`config.mk`:
```
export PLATFORM = sky130hd
export DESIGN_NAME = button_debouncer
export DESIGN_NICKNAME = d
export VERILOG_FILES = /design/src/rtl/button_pkg.sv /design/src/rtl/sync_2ff.sv /design/src/rtl/button_debouncer.sv
export SDC_FILE = /design/constraint.sdc
export NUM_CORES = 1
export LEC_CHECK = 0
export ABC_CLOCK_PERIOD_IN_PS = 4300
export CAP_MARGIN = 20
export CORE_ASPECT_RATIO = 1.1
export CORE_MARGIN = 1.5
export CORE_UTILIZATION = 35
export DETAILED_ROUTE_END_ITERATION = 6
export SLEW_MARGIN = 25
export SYNTH_ARGS = -nofsm -noshare
export SYNTH_HDL_FRONTEND = slang
export SYNTH_HIERARCHICAL = 1
export SYNTH_SLANG_ARGS = --single-unit
```
`constraint.sdc`:
```
create_clock -name clk -period 4.3 [get_ports clk]
set_input_delay 0.43 -clock clk [delete_from_list [all_inputs] [get_ports clk]]
set_output_delay 0.43 -clock clk [all_outputs]
set_load 0.01 [all_outputs]
```
`src/rtl/button_pkg.sv`:
```
// Shared definitions for the push-button debouncer: FSM state encoding and
// default timing constants for a 12 MHz board clock.
package button_pkg;

  typedef enum logic [1:0] {
    IDLE         = 2'd0,
    PRESS_WAIT   = 2'd1,
    HELD         = 2'd2,
    RELEASE_WAIT = 2'd3
  } btn_state_e;

  // 10 ms debounce, 0.5 s first long press, 100 ms auto-repeat at 12 MHz
  localparam int unsigned DEF_DEBOUNCE_CYCLES = 120000;
  localparam int unsigned DEF_LONG_CYCLES     = 6000000;
  localparam int unsigned DEF_REPEAT_CYCLES   = 1200000;

endpackage

```
`src/rtl/sync_2ff.sv`:
```
// Generic two-flop synchronizer for asynchronous board inputs; RESET_VAL
// selects the level presented while in reset (e.g. 1 for active-low pins).
module sync_2ff #(
  parameter int unsigned       WIDTH     = 1,
  parameter logic [WIDTH-1:0]  RESET_VAL = '0
) (
  input  logic             clk,
  input  logic             rst,
  input  logic [WIDTH-1:0] d,
  output logic [WIDTH-1:0] q
);

  logic [WIDTH-1:0] meta_q, meta_d;
  logic [WIDTH-1:0] sync_q, sync_d;

  always_comb begin
    meta_d = d;
    sync_d = meta_q;
  end

  always_ff @(posedge clk or posedge rst) begin
    if (rst) begin
      meta_q <= RESET_VAL;
      sync_q <= RESET_VAL;
    end else begin
      meta_q <= meta_d;
      sync_q <= sync_d;
    end
  end

  assign q = sync_q;

endmodule

```
`src/rtl/button_debouncer.sv`:
```
// Debounces an active-low push button into a clean level plus one-cycle
// press/release strobes. Long-press/auto-repeat is built with BUTTON_LONG_PRESS_EN.
module button_debouncer
  import button_pkg::*;
#(
  parameter int unsigned DEBOUNCE_CYCLES = DEF_DEBOUNCE_CYCLES,  // must be >= 2
  parameter int unsigned LONG_CYCLES     = DEF_LONG_CYCLES,
  parameter int unsigned REPEAT_CYCLES   = DEF_REPEAT_CYCLES     // must be <= LONG_CYCLES
) (
  input  logic       clk,
  input  logic       rst,
  input  logic       btn_n,
  output logic       pressed,
  output logic       press_pulse,
  output logic       release_pulse,
  output logic       long_pulse,
  output btn_state_e dbg_state
);

  localparam int unsigned       CNT_W    = $clog2(DEBOUNCE_CYCLES);
  localparam logic [CNT_W-1:0]  CNT_ONE  = CNT_W'(1);
  localparam logic [CNT_W-1:0]  CNT_LAST = CNT_W'(DEBOUNCE_CYCLES - 1);

  logic btn_s;

  sync_2ff #(
    .WIDTH     (1),
    .RESET_VAL (1'b1)
  ) u_sync (
    .clk (clk),
    .rst (rst),
    .d   (btn_n),
    .q   (btn_s)
  );

  btn_state_e       state_q, state_d;
  logic [CNT_W-1:0] cnt_q, cnt_d;
  logic             pressed_q, pressed_d;
  logic             press_pulse_q, press_pulse_d;
  logic             release_pulse_q, release_pulse_d;
  logic             hold_adv;
  logic             hold_clr;

  // cnt counts consecutive samples opposite to the accepted level
  always_comb begin
    state_d         = state_q;
    cnt_d           = cnt_q;
    pressed_d       = pressed_q;
    press_pulse_d   = 1'b0;
    release_pulse_d = 1'b0;
    hold_adv        = 1'b0;
    hold_clr        = 1'b0;
    case (state_q)
      IDLE: begin
        if (!btn_s) begin
          state_d = PRESS_WAIT;
          cnt_d   = CNT_ONE;
        end
      end
      PRESS_WAIT: begin
        if (btn_s) begin
          state_d = IDLE;
          cnt_d   = '0;
        end else if (cnt_q == CNT_LAST) begin
          state_d       = HELD;
          cnt_d         = '0;
          pressed_d     = 1'b1;
          press_pulse_d = 1'b1;
          hold_clr      = 1'b1;
        end else begin
          cnt_d = cnt_q + CNT_ONE;
        end
      end
      HELD: begin
        if (btn_s) begin
          state_d = RELEASE_WAIT;
          cnt_d   = CNT_ONE;
        end else begin
          hold_adv = 1'b1;
        end
      end
      RELEASE_WAIT: begin
        // a bounce back low resumes the hold without restarting hold time
        if (!btn_s) begin
          state_d = HELD;
          cnt_d   = '0;
        end else if (cnt_q == CNT_LAST) begin
          state_d         = IDLE;
          cnt_d           = '0;
          pressed_d       = 1'b0;
          release_pulse_d = 1'b1;
        end else begin
          cnt_d = cnt_q + CNT_ONE;
        end
      end
      default: begin
        state_d = IDLE;
        cnt_d   = '0;
      end
    endcase
  end

  always_ff @(posedge clk or posedge rst) begin
    if (rst) begin
      state_q         <= IDLE;
      cnt_q           <= '0;
      pressed_q       <= 1'b0;
      press_pulse_q   <= 1'b0;
      release_pulse_q <= 1'b0;
    end else begin
      state_q         <= state_d;
      cnt_q           <= cnt_d;
      pressed_q       <= pressed_d;
      press_pulse_q   <= press_pulse_d;
      release_pulse_q <= release_pulse_d;
    end
  end

`ifdef BUTTON_LONG_PRESS_EN
  localparam int unsigned        HOLD_W      = $clog2(LONG_CYCLES + 1);
  localparam logic [HOLD_W-1:0]  HOLD_ONE    = HOLD_W'(1);
  localparam logic [HOLD_W-1:0]  HOLD_FIRE   = HOLD_W'(LONG_CYCLES - 1);
  localparam logic [HOLD_W-1:0]  HOLD_RELOAD = HOLD_W'(LONG_CYCLES - REPEAT_CYCLES);

  logic [HOLD_W-1:0] hold_cnt_q, hold_cnt_d;
  logic              long_pulse_q, long_pulse_d;

  // fire as the count would reach LONG_CYCLES, then rewind by one repeat period
  always_comb begin
    hold_cnt_d   = hold_cnt_q;
    long_pulse_d = 1'b0;
    if (hold_clr) begin
      hold_cnt_d = '0;
    end else if (hold_adv) begin
      if (hold_cnt_q == HOLD_FIRE) begin
        long_pulse_d = 1'b1;
        hold_cnt_d   = HOLD_RELOAD;
      end else begin
        hold_cnt_d = hold_cnt_q + HOLD_ONE;
      end
    end
  end

  always_ff @(posedge clk or posedge rst) begin
    if (rst) begin
      hold_cnt_q   <= '0;
      long_pulse_q <= 1'b0;
    end else begin
      hold_cnt_q   <= hold_cnt_d;
      long_pulse_q <= long_pulse_d;
    end
  end

  assign long_pulse = long_pulse_q;
`else
  logic unused_hold;
  assign unused_hold = hold_adv | hold_clr;
  assign long_pulse  = 1'b0;
`endif

  assign pressed       = pressed_q;
  assign press_pulse   = press_pulse_q;
  assign release_pulse = release_pulse_q;
  assign dbg_state     = state_q;

endmodule

```
==> impl_metrics.toml, run 1 <==
[route]
drcViolationCount = 0
drt_wl_total_um = 3300
drt_iter0_drc = 62
antenna_left = 0
via_per_inst = 5.755
dr.pass1.iters = 4
wl_per_cell_um = 16.84
vias = 1128

[global_route]
met2_usage_pct = 28.65
use_met1_pct = 24.29
busiest_layer = "met2"
grtUsageMet3_pct = 3.025
grt_overflow_total = 0
grt_pass1_vias = 1147
grt_max_degree = 23
antenna_found_initial = 0
grt_usage_pct = 17.64
grt_pass1_wl_um = 5513

[clock_network]
path_clk_slew_ns = 0.09
cts_sinks = 24
numCtsBuffers = 3
ctsHoldBuffers = 0
htree_num_levels = 1
cts_setup_buffers = 0
cts_resized = 0
cts_buffer_depth = 2
clockRootBuffer = "clkbuf_8"
clk_latency_ns = 0.27
cts_tree = "done"

[sta]
worst_slew_pin_slew_ns = 0.8690
setup-violations-final = 0
finClkSkew_ns = 0.001529
setup_tns_ns = 0
finalCriticalPeriod_ns = 2.202
relSlewSlack_pct = 41.53
hold_viol_final = 0
grt_setup_unrepaired = "false"
maxSlewViolCount = 0
clock.fmax_ghz = 0.4541
min_period_over_period_pct = 51.21

[logic_synthesis]
syn_avg_cell_area_um2 = 9.563
synthFlopType = "dfrtp_1"
synth_fp_nets = 144
synth_edf_count = 0
ys_seq_area_share_pct = 45.05
syn_area_um2 = 1339
synth-seq-cells = 24
yosys-top-cells-area = "dfrtp_1 41%, a31oi_1 4.7%, dfstp_2 3.9%"
synth_area_leader_cell = "dfrtp_1"
synth_cells = 140
yosysTopAreaCellShare_pct = 41.12
yosysUniqueCellTypes = 48
async_flop_share_pct = 100.0
yosys_warnings = 6

[outcome]
run_status = "finished clean"

[die]
die_h_um = 67.87
dieArea_um2 = 4206
ios = 9
die_w_um = 61.97
core_um2 = 3655
initial_utilization_pct = 36.63
core.rowCount = 23

[placed_design]
detailedPlacementHpwl_um = 2227
place.gp.congestion = 0.8845
io_buffers = 7

[pwr]
p_total_mw = 0.4820
vdd_ir_drop_max_uv = 153.8
p_leak_nw = 0.5790
powerDensity_nw_per_um2 = 319.4

[final_layout]
drive_above_1_share_pct = 8.219
register_area_um2 = 603.1
mostFrequentLayoutCells = "22 x dfrtp_1, 12 x nand2_1, 10 x a31oi_1"
fillers = 374
post-route-util_pct = 41.29
nets = 151
layout.cells.most_common = "dfrtp_1"
multi_input_area_um2 = 660.6
syn_to_final_growth_pct = 12.71
antenna_cells = 0

[flow_run]
drv_cap = 0

[critical_path]
worstPathRequired_ns = 4.46
cp-start-kind = "register"
end_kind = "register"
reg2reg_setup_slack_ns = 2.10
crit_type = "register to register"
cp.arrival_ns = 2.37
crit_path_max_fanout = 18

[min_path]
hp-class = "register to register"
## critical path: stages (launching register included)
cell and delay, ns:
dfrtp_1 0.45, or4b_1 0.57, or4_4 0.64, o2111a_1 0.18, a211o_1 0.26
## routing by layer
layer | share of wire [%] | vias to the layer above | routed length (um)
met5 | 0 | - | 0
met4 | 0.94 | 0 | 31
met3 | 3.7 | 4 | 122
met2 | 50 | 22 | 1641
met1 | 46 | 553 | 1504
li1 | - | 549 | -
## cells in the mapped netlist (all sizes together) (4+ instances only)
master,count
dfrtp,22
nand3,8
inv,9
nand2,12
a31oi,10
nor2,6
nand4,8
o21ai,4
nor4,4
xor2,4
## sequential cells by signal, indices dropped and copies added, names as in the netlist, named ones only
name	count
cnt_q	17
dbg_state	1
press_pulse	1
pressed	1
release_pulse	1
u_sync/meta_q	1
u_sync/q	1
## power breakdown
group	total, mW	switching (mW)	internal, mW
Sequential	0.246	0.0124	0.234
Clock	0.202	0.0777	0.125
Combinational	0.0337	0.0208	0.0128
Total	0.482	0.111	0.371
## cells by family after synthesis
family          after synthesis  share of synthesized area, %
xor+xnor                      5                         3.271
compound gates               35                         19.07
buf+inv                      15                         5.607
other cells                   1                        0.2801
fa+ha+maj                     1                        0.9344
flops                        24                         45.05
simple gates                 59                         25.79
## stage by stage
stage	cells	hold WS, ns	setup WS, ns	instance area, um^2
finish	196	0.3641	2.098	1509
global route	196	0.3720	2.010	1509
CTS	196	0.3655	2.116	1509
detailed placement	192	0.3475	2.140	1438
global placement	192	0.3492	2.158	1438
floorplan	140	0.3415	2.257	1339
## cell type report
cell class / count / share of cell area, %
multi-input cells: 101 / 43.78
flip-flops and latches: 24 / 39.97
repair buffers: 8 / 5.141
well taps: 50 / 4.146
clock buffers: 3 / 2.736
inverters: 9 / 2.239
clock inverters: 1 / 1.990
## worst paths after layout
| check | start | end | cells after the start |
|---|---|---|---|
| setup / recovery | cnt_q[11] | cnt_q[15] | 4 |
| hold / removal | u_sync/meta_q | u_sync/q | 0 |
| setup reg to reg | cnt_q[11] | cnt_q[15] | 4 |
| hold reg to reg | u_sync/meta_q | u_sync/q | 0 |
| max in group asynchronous | rst | cnt_q[16] | 2 |
| min in group asynchronous | rst | u_sync/q | 2 |
(Power assumes the default switching activity.)
==> run 2, diff against run 1 <==
--- a/config.mk
+++ b/config.mk
@@ -5,7 +5,7 @@
 export SDC_FILE = /design/constraint.sdc
 export NUM_CORES = 1
 export LEC_CHECK = 0
-export ABC_CLOCK_PERIOD_IN_PS = 4300
+export ABC_CLOCK_PERIOD_IN_PS = 1800
 export CAP_MARGIN = 20
 export CORE_ASPECT_RATIO = 1.1
 export CORE_MARGIN = 1.5
==> constraint.sdc (replaced) <==
create_clock -name clk -period 1.8 [get_ports clk]
set_input_delay 0.18 -clock clk [delete_from_list [all_inputs] [get_ports clk]]
set_output_delay 0.18 -clock clk [all_outputs]
set_load 0.01 [all_outputs]
==> run 2 against run 1 <==
Compared with the run above: clock skew up 0.0021 ns; die area stayed put; maximum frequency increased by 14%; the run now ends with setup timing left; non-clock buffer count grew 27; sequential cell count did not move; critical endpoint is now cnt_q[10]; critical path depth is the same.
==> impl_metrics.toml, run 2 (synthesis gave the netlist of run 1 again) <==
[outcome]
run_status = "complete, but fails checks"
violations = "setup timing"

[pwr]
powerDensity_nw_per_um2 = 602.0
vdd_ir_drop_max_uv = 370.7
combinationalPowerShare_pct = 11.9
p_seq_share_pct = 53.6
p_total_mw = 1.067
switchingPower_mw = 0.2579
power.share.clock_pct = 34.5
p_int_mw = 0.8087
power.share.switching_pct = 24.18
p_leak_nw = 0.7574

[critical_path]
end_kind = "register"
worstSetupEndpoint = "cnt_q[10]"
worstPathRequired_ns = 1.96
worstSetupStartpoint = "cnt_q[8]"
cp_slowest_cell = "or4b_4"
crit_path_max_fanout = 5
cpPeakStageDelay_ns = 0.57
cp.arrival_ns = 2.09
reg2reg_setup_slack_ns = -0.13
cp-start-kind = "register"
r2r_cells = 4
crit_type = "register to register"
r2r-start = "cnt_q[8]"
crit_chain = "or4b_4 > or4_4 > a31o_1 > a21o_1"
r2r_end = "cnt_q[10]"

[placed_design]
io_buffers = 7
detailedPlacementHpwl_um = 2376
place.gp.congestion = 0.8586

[sta]
finClkSkew_ns = 0.003619
hold_viol_final = 0
setup-violations-final = 20
min_period_over_period_pct = 107.5
grt_setup_unrepaired = "true"
maxSlewViolCount = 0
clock.fmax_ghz = 0.5169
finalCriticalPeriod_ns = 1.935
setup_slack_ns = -0.1348

[min_path]
hp-class = "input pin to async pin"

[die]
core_um2 = 3655
ios = 9
die_w_um = 61.97
dieArea_um2 = 4206
die_h_um = 67.87
initial_utilization_pct = 36.63
core.rowCount = 23

[global_route]
grt_usage_pct = 19.26
grt_pass1_vias = 1296
grt_pass1_wl_um = 6141
grt_overflow_total = 0
grt_max_degree = 23
antenna_found_initial = 0

[route]
wl_per_cell_um = 16.22
drt_wl_total_um = 3649
drt_iter0_drc = 79
antenna_left = 0
via_per_inst = 5.729
dr.pass1.iters = 4
drcViolationCount = 0
vias = 1289

[flow_run]
drv_cap = 0

[clock_network]
path_clk_slew_ns = 0.09
numCtsBuffers = 3
cts_sinks = 24
clk_latency_ns = 0.26
clockRootBuffer = "clkbuf_8"
cts_buffer_depth = 2
cts_tree = "done"
htree_num_levels = 1

[final_layout]
mostFrequentLayoutCells = "27 x buf_4, 22 x dfrtp_1, 12 x nand2_1, 10 x a31oi_1, 9 x inv_1"
layout.cells.most_common = "buf_4"
post-route-util_pct = 48.48
largest_reg_flops = 17
largest_register = "cnt_q"
antenna_cells = 0
drive_above_1_share_pct = 26.86
syn_to_final_growth_pct = 32.34
nets = 180
[run 2: changes by cell type in the layout (fill, tap and decap cells not counted), sizes merged]
| cell | previous run | this run |
|---|---|---|
| buf | 1 | 28 |
| or4 | 3 | 5 |
| bufinv | 1 | 0 |
| clkbuf | 3 | 4 |
| clkinv | 1 | 0 |
| inv | 8 | 9 |
[run 2: layer usage]
layer / vias up / global-route usage (%) / wire (um)
met5: - / 0 / 0
met4: 0 / 6.117 / 35
met3: 7 / 3.592 / 215
met2: 44 / 29.43 / 1763
met1: 622 / 27.28 / 1635
li1: 616 / - / -
[run 2: worst min-delay path by stage]
| stage | slack, ns | to | cells after the start | from |
|---|---|---|---|---|
| 3_5_place_dp | 0.35 | u_sync/q | 0 | u_sync/meta_q |
| 4_1_cts | 0.26 | u_sync/meta_q | 2 | rst |
| 6_report | 0.26 | u_sync/meta_q | 2 | rst |
| 2_1_floorplan | 0.09 | u_sync/meta_q | 1 | rst |
| 3_3_place_gp | 0.35 | u_sync/q | 0 | u_sync/meta_q |
| 5_1_grt | 0.27 | u_sync/meta_q | 2 | rst |
[run 2: worst max-delay path: cells and delay by family, from the launching register on]
family | cells | cell delay, ns
simple gates | 2 | 1.06
compound gates | 2 | 0.38
flops | 1 | 0.39
[run 2: final cells by class]
cell class	instances	area, um^2
Timing Repair Buffer	35	284.0
Clock buffer	4	55.05
Sequential cell	24	603.1
Tap cell	50	62.56
Multi-Input combinational cell	103	733.2
Inverter	9	33.78
Fill cell	370	1883
[run 2: stage by stage]
step | instance area [um^2] | setup slack [ns] | std cells | setup TNS (ns) | hold slack (ns)
finish | 1772 | -0.1348 | 225 | -1.652 | 0.2578
global route | 1772 | -0.1672 | 225 | -2.851 | 0.2723
CTS | 1745 | -0.1918 | 224 | -2.347 | 0.2613
detailed placement | 1624 | -0.2062 | 216 | -2.067 | 0.3498
global placement | 1624 | -0.1685 | 216 | -1.500 | 0.3499
floorplan | 1345 | -0.1574 | 140 | -1.563 | 0.09150
[run 2: timing repair]
| item | CTS | global route |
|---|---|---|
| cloned | 2 | 0 |
| gates resized for setup | 8 | 3 |
| endpoints found under the setup margin | 20 | 21 |
| buffers inserted | 2 | 1 |
| pin swaps | 7 | 5 |
| endpoints found under the hold margin | 0 | 0 |
| hold buffers | 0 | 0 |
[run 2: power by group through the flow]
stage | clock network, mW | registers [mW] | logic, mW
2_1_floorplan | 0 | 0.589 | 0.0610
4_1_cts | 0.382 | 0.572 | 0.127
5_1_grt | 0.400 | 0.574 | 0.144
3_5_place_dp | 0 | 0.582 | 0.125
3_3_place_gp | 0 | 0.581 | 0.123
6_report | 0.368 | 0.572 | 0.126
